--- src/rtl/seg7_pkg.sv ---
// Shared types and constants for the 7-segment display arbiter slice.
package seg7_pkg;

  typedef enum logic [1:0] {
    IDLE = 2'd0,
    OWN  = 2'd1,
    GAP  = 2'd2
  } seg7_state_t;

  localparam int SEG7_X_W  = 32;
  localparam int SEG7_EN_W = 8;

  localparam logic [SEG7_X_W-1:0]  SEG7_X_BLANK  = '0;
  localparam logic [SEG7_EN_W-1:0] SEG7_EN_BLANK = '0;

endpackage

--- src/rtl/seg7_rr_pick.sv ---
// Combinational round-robin picker: searches last_owner+1 .. last_owner+NREQ.
module seg7_rr_pick #(
  parameter int NREQ  = 3,
  parameter int IDX_W = $clog2(NREQ)
) (
  input  logic [NREQ-1:0]  req,
  input  logic [IDX_W-1:0] last_owner,
  output logic [NREQ-1:0]  pick,
  output logic [IDX_W-1:0] pick_idx,
  output logic             any
);

  assign any = |req;

  // Scan from the far end back toward last_owner+1 so the nearest hit wins.
  always_comb begin
    pick     = '0;
    pick_idx = '0;
    for (int k = NREQ; k >= 1; k--) begin
      if (req[(int'(last_owner) + k) % NREQ]) begin
        pick                                   = '0;
        pick[(int'(last_owner) + k) % NREQ]    = 1'b1;
        pick_idx = IDX_W'((int'(last_owner) + k) % NREQ);
      end
    end
  end

endmodule

--- src/rtl/seg7_display_arbiter.sv ---
// Round-robin owner of the 8-digit display with minimum dwell and a blank gap on handover.
module seg7_display_arbiter
  import seg7_pkg::*;
#(
  parameter int NREQ        = 3,
  parameter int HOLD_CYCLES = 1048576,
  parameter int HOLD_W      = 21
) (
  input  logic                      clk,
  input  logic                      clr_n,
  input  logic [NREQ-1:0]           req,
  input  logic [SEG7_X_W*NREQ-1:0]  req_x,
  input  logic [SEG7_EN_W*NREQ-1:0] req_aen,
  input  logic [SEG7_EN_W*NREQ-1:0] req_dp,
  output logic [NREQ-1:0]           gnt,
  output logic [SEG7_X_W-1:0]       x_out,
  output logic [SEG7_EN_W-1:0]      aen_out,
  output logic [SEG7_EN_W-1:0]      dp_en_out,
  output logic                      busy
);

  localparam int IDX_W = $clog2(NREQ);
  localparam logic [HOLD_W-1:0] RELOAD = HOLD_W'(HOLD_CYCLES - 1);

  seg7_state_t           state_q, state_d;
  logic [HOLD_W-1:0]     cnt_q, cnt_d;
  logic [IDX_W-1:0]      last_q, last_d;
  logic [NREQ-1:0]       gnt_d;
  logic [SEG7_X_W-1:0]   x_d;
  logic [SEG7_EN_W-1:0]  aen_d, dp_d;

  logic [NREQ-1:0]       pick;
  logic [IDX_W-1:0]      pick_idx;
  logic                  any_req;
  logic [NREQ-1:0]       owner_bit;
  logic                  owner_req;
  logic                  others_req;

  seg7_rr_pick #(
    .NREQ  (NREQ),
    .IDX_W (IDX_W)
  ) u_pick (
    .req        (req),
    .last_owner (last_q),
    .pick       (pick),
    .pick_idx   (pick_idx),
    .any        (any_req)
  );

  // While in OWN, last_q is the current owner.
  assign owner_bit  = NREQ'(1) << last_q;
  assign owner_req  = |(req & owner_bit);
  assign others_req = |(req & ~owner_bit);
  assign busy       = (state_q == OWN);

  always_comb begin
    state_d = state_q;
    cnt_d   = cnt_q;
    last_d  = last_q;
    gnt_d   = '0;
    x_d     = SEG7_X_BLANK;
    aen_d   = SEG7_EN_BLANK;
    dp_d    = SEG7_EN_BLANK;
    case (state_q)
      IDLE, GAP: begin
        if (any_req) begin
          state_d = OWN;
          gnt_d   = pick;
          cnt_d   = RELOAD;
          last_d  = pick_idx;
        end else begin
          state_d = IDLE;
        end
      end
      OWN: begin
        cnt_d = (cnt_q == '0) ? '0 : cnt_q - HOLD_W'(1);
        if (!owner_req)
          state_d = others_req ? GAP : IDLE;
        else if (cnt_q == '0 && others_req)
          state_d = GAP;
        // Data is only forwarded when ownership continues, so a handover never mixes sources.
        if (state_d == OWN) begin
          gnt_d = gnt;
          x_d   = req_x[SEG7_X_W*int'(last_q) +: SEG7_X_W];
          aen_d = req_aen[SEG7_EN_W*int'(last_q) +: SEG7_EN_W];
          dp_d  = req_dp[SEG7_EN_W*int'(last_q) +: SEG7_EN_W];
        end
      end
      default: state_d = IDLE;
    endcase
  end

  always_ff @(posedge clk or negedge clr_n) begin
    if (!clr_n) begin
      state_q   <= IDLE;
      cnt_q     <= '0;
      last_q    <= IDX_W'(NREQ - 1);
      gnt       <= '0;
      x_out     <= SEG7_X_BLANK;
      aen_out   <= SEG7_EN_BLANK;
      dp_en_out <= SEG7_EN_BLANK;
    end else begin
      state_q   <= state_d;
      cnt_q     <= cnt_d;
      last_q    <= last_d;
      gnt       <= gnt_d;
      x_out     <= x_d;
      aen_out   <= aen_d;
      dp_en_out <= dp_d;
    end
  end

endmodule

--- config.mk ---
export PLATFORM = sky130hd
export DESIGN_NAME = seg7_display_arbiter
export DESIGN_NICKNAME = d
export VERILOG_FILES = /design/src/rtl/seg7_pkg.sv /design/src/rtl/seg7_rr_pick.sv /design/src/rtl/seg7_display_arbiter.sv
export SDC_FILE = /design/constraint.sdc
export NUM_CORES = 1
export LEC_CHECK = 0
export CAP_MARGIN = 20
export CORE_ASPECT_RATIO = 1.25
export CORE_MARGIN = 2
export CORE_UTILIZATION = 42
export CTS_CLUSTER_DIAMETER = 200
export DETAILED_ROUTE_END_ITERATION = 12
export PLACE_DENSITY = 0.82
export SYNTH_ARGS = -nofsm -noshare
export SYNTH_HDL_FRONTEND = slang
export SYNTH_SLANG_ARGS = --single-unit
--- constraint.sdc ---
create_clock -name clk -period 3.76 [get_ports clk]
set_input_delay 0.564 -clock clk [delete_from_list [all_inputs] [get_ports clk]]
set_output_delay 0.564 -clock clk [all_outputs]
set_load 0.005 [all_outputs]
==> reports/metrics.cfg <==
[final_layout]
multi_input_area_sq_um=2180
fill_cells=828
antenna_cells=0
nNetsFinal=805
area_growth_pct=54.1
drive_above_1_share_pct=5.50
seq_area_sq_um=1900

[placement]
hpwl_um=10400
gp_congestion=0.887
portBuffers=200

[synth]
synth-xor-area-share_pct=0
synth-simple-area-share_pct=19.4
synth_top_area_share_pct=43.5
synth_cells=472
yosys.area.top_type=dfrtp_1
ys_warn_count=0
seq_area_frac_synth_pct=44.1
synth_top_family_by_area=simple AND/OR/NAND/NOR gates
synth_seq_cells=76
yosys.area_share.adder_pct=1.74
ys.flop_type=dfrtp_1
synth_mux_area_share_pct=12.3
netlist_area_sq_um=4320
yosysMostFrequentCell=nor2_1
synth_compound_area_share_pct=16.9
synth_area_leaders=dfrtp_1 (43%), mux2i_1 (12%), nor2_1 (9.3%), a21oi_1 (7.0%), clkbuf_1 (2.2%)
yosys.cell_types.count=58
syn_area_per_cell_sq_um=9.14
async_flop_share_pct=100
synth_fp_nets=627
synth-edff-count=0
synth_common_cells=nor2_1 (107), dfrtp_1 (75), a21oi_1 (60), mux2i_1 (52), clkbuf_1 (25)

[floorplan]
fp.coreArea_sq_um=10100
io_pins=201
initial_utilization_pct=42.9
die_w_um=94.7
std_cell_rows=41
dieHeight_um=117
die_area_sq_um=11100

[clock_tree]
htreeDepth=3
ctsHoldBuffers=0
cts_setup_buffers=0
cts_root_buf=clkbuf_16
clk_pin_slew_worst_paths_ns=0.06
numCtsBuffers=9
cts_sinks=76
cts_tree=yes
worstSkewPairLatency_ns=0.33
cts_buffer_depth=2
cts-resized-gates=0

[grt]
busiest_layer=met2
grt_antenna_before_repair=0
grt_pass1_wl_um=22100
grt_use_total_pct=25.5
grt.met1_usage_pct=29.3
grt_pass1_vias=4395
grt_max_degree=77
gr-usage-met2_pct=44.5
grt_use_met3_pct=6.68
grt-ovfl-total=0

[sta]
finClkSkew_ns=0.00503
hold_viol=0
setup_violations=0
fin_setup_tns_ns=0
fin_crit_sh_pct=77.2
slew_viol_final=0
fmax_mhz=345
worst_slew_pin_slew_ns=1.04
relSlewSlack_pct=30.8
rsz0062_at_grt=false
min_period_ns=2.90

[critical_path]
r2r-end=gnt[1]
critPathTopFamily=buffers and inverters
slowest_stage=clkdlybuf4s50_1
required_ns=3.20
end_kind=output pin
worstReg2RegStart=last_q[0]
worstPathCellList=or2b_1, inv_1, clkdlybuf4s50_1
ff2ff_setup_slack_ns=1.21
worstRegToRegCells=7
path_max_fanout=18
critPathLaunchType=flop
critPathKind=reg -> out
timing.critical_path.buf_inv=2
worstPathArrival_ns=2.34
cpPeakStageDelay_ns=0.60

[flow_run]
cap_viol_max_count=0

[detailed_routing]
drtPass1Iterations=7
routedWlPerCell_um=17.7
ant_nets=0
vias_per_cell=5.56
drt_wl_total_um=13900
drt_iter0_drc=392
vias=4356
drc=0

[status]
status=finished clean

[power_and_ir_drop]
powerDensity_nw_per_um2=583
max-vdd-ir-drop_mv=0.302
design_power_total_uw=3880
leakage_uw=0.00269

[min_path]
hold_path.class=in -> async

-- worst max-delay path by stage --
stage | slack, ns | depth (start not counted) | endpoint | from
3_3_place_gp | 1.19 | 6 | gnt[0] | req[0]
3_5_place_dp | 1.12 | 6 | gnt[0] | req[0]
5_1_grt | 0.69 | 3 | busy | state_q[0]
2_1_floorplan | 1.05 | 9 | gnt[0] | last_q[1]
4_1_cts | 0.88 | 3 | busy | state_q[0]
6_report | 0.86 | 3 | busy | state_q[0]
-- final cells by class --
type	instances	area share, %
Timing Repair Buffer	203	30.4
Multi-Input combinational cell	344	32.8
Inverter	16	0.903
Tap cell	129	2.43
Sequential cell	76	28.6
Clock inverter	3	0.640
Clock buffer	13	4.21
-- cell families after synthesis --
logic type | Yosys count
simple gates | 169
fa+ha+maj | 6
flops | 76
mux | 53
buf+inv | 52
compound gates | 116
-- where the power goes --
group	internal (uW)	switching [uW]	total, uW
Combinational	855	1000	1860
Sequential	1010	97.9	1110
Clock	585	321	906
Total	2450	1420	3880
-- worst reg2reg max path: cells and delay by family, from the launching register on --
| kind | cells | cell delay [ns] |
|---|---|---|
| buffers and inverters | 3 | 0.87 |
| DFF | 1 | 0.35 |
| AOI/OAI and AO/OA | 3 | 0.80 |
| adders and majority gates | 1 | 0.44 |
-- metrics by stage --
step           hold slack (ns)  area (sq um)  setup WS [ns]  utilization, %  cells
5_1_grt                  0.455          6650          0.692            66.2    784
3_3_place_gp             0.450          6330           1.19            62.9    768
4_1_cts                  0.421          6650          0.879            66.2    784
3_5_place_dp             0.458          6330           1.12            62.9    768
2_1_floorplan            0.268          4320           1.05               -    472
6_report                 0.372          6650          0.858            66.2    784
-- per-layer routing --
layer | wire [um] | vias up
li1 | - | 2038
met1 | 4950 | 2062
met2 | 7260 | 227
met3 | 1250 | 29
met4 | 392 | 0
met5 | 0 | -
-- sequential cells by signal, summed over array words and instances, names as in the netlist --
signal,count
gnt,3
cnt_q,21
state_q,2
dp_en_out,8
x_out,32
last_q,2
aen_out,8
-- cells in the final DEF, fill, tap and decap left out, drive strengths merged, types with 2 or more instances in the layout --
master | synthesis | final
a211oi | 3 | 3
a21oi | 60 | 60
a222oi | 2 | 2
and4 | 2 | 2
buf | 11 | 4
clkbuf | 25 | 13
clkdlybuf4s50 | 0 | 199
dfrtp | 75 | 75
ha | 6 | 6
inv | 16 | 16
mux2i | 52 | 52
nand2 | 11 | 11
nand3 | 4 | 4
nand3b | 2 | 2
nand4 | 6 | 6
nor2 | 107 | 107
nor3 | 9 | 9
nor3b | 3 | 3
nor4 | 8 | 8
o2111ai | 3 | 3
o211ai | 5 | 5
o21ai | 19 | 19
o22ai | 2 | 2
o311ai | 3 | 3
o31ai | 6 | 6
or2 | 2 | 2
or4 | 7 | 7
or4b | 2 | 2
Note: power is estimated with default switching activity, not from simulation.
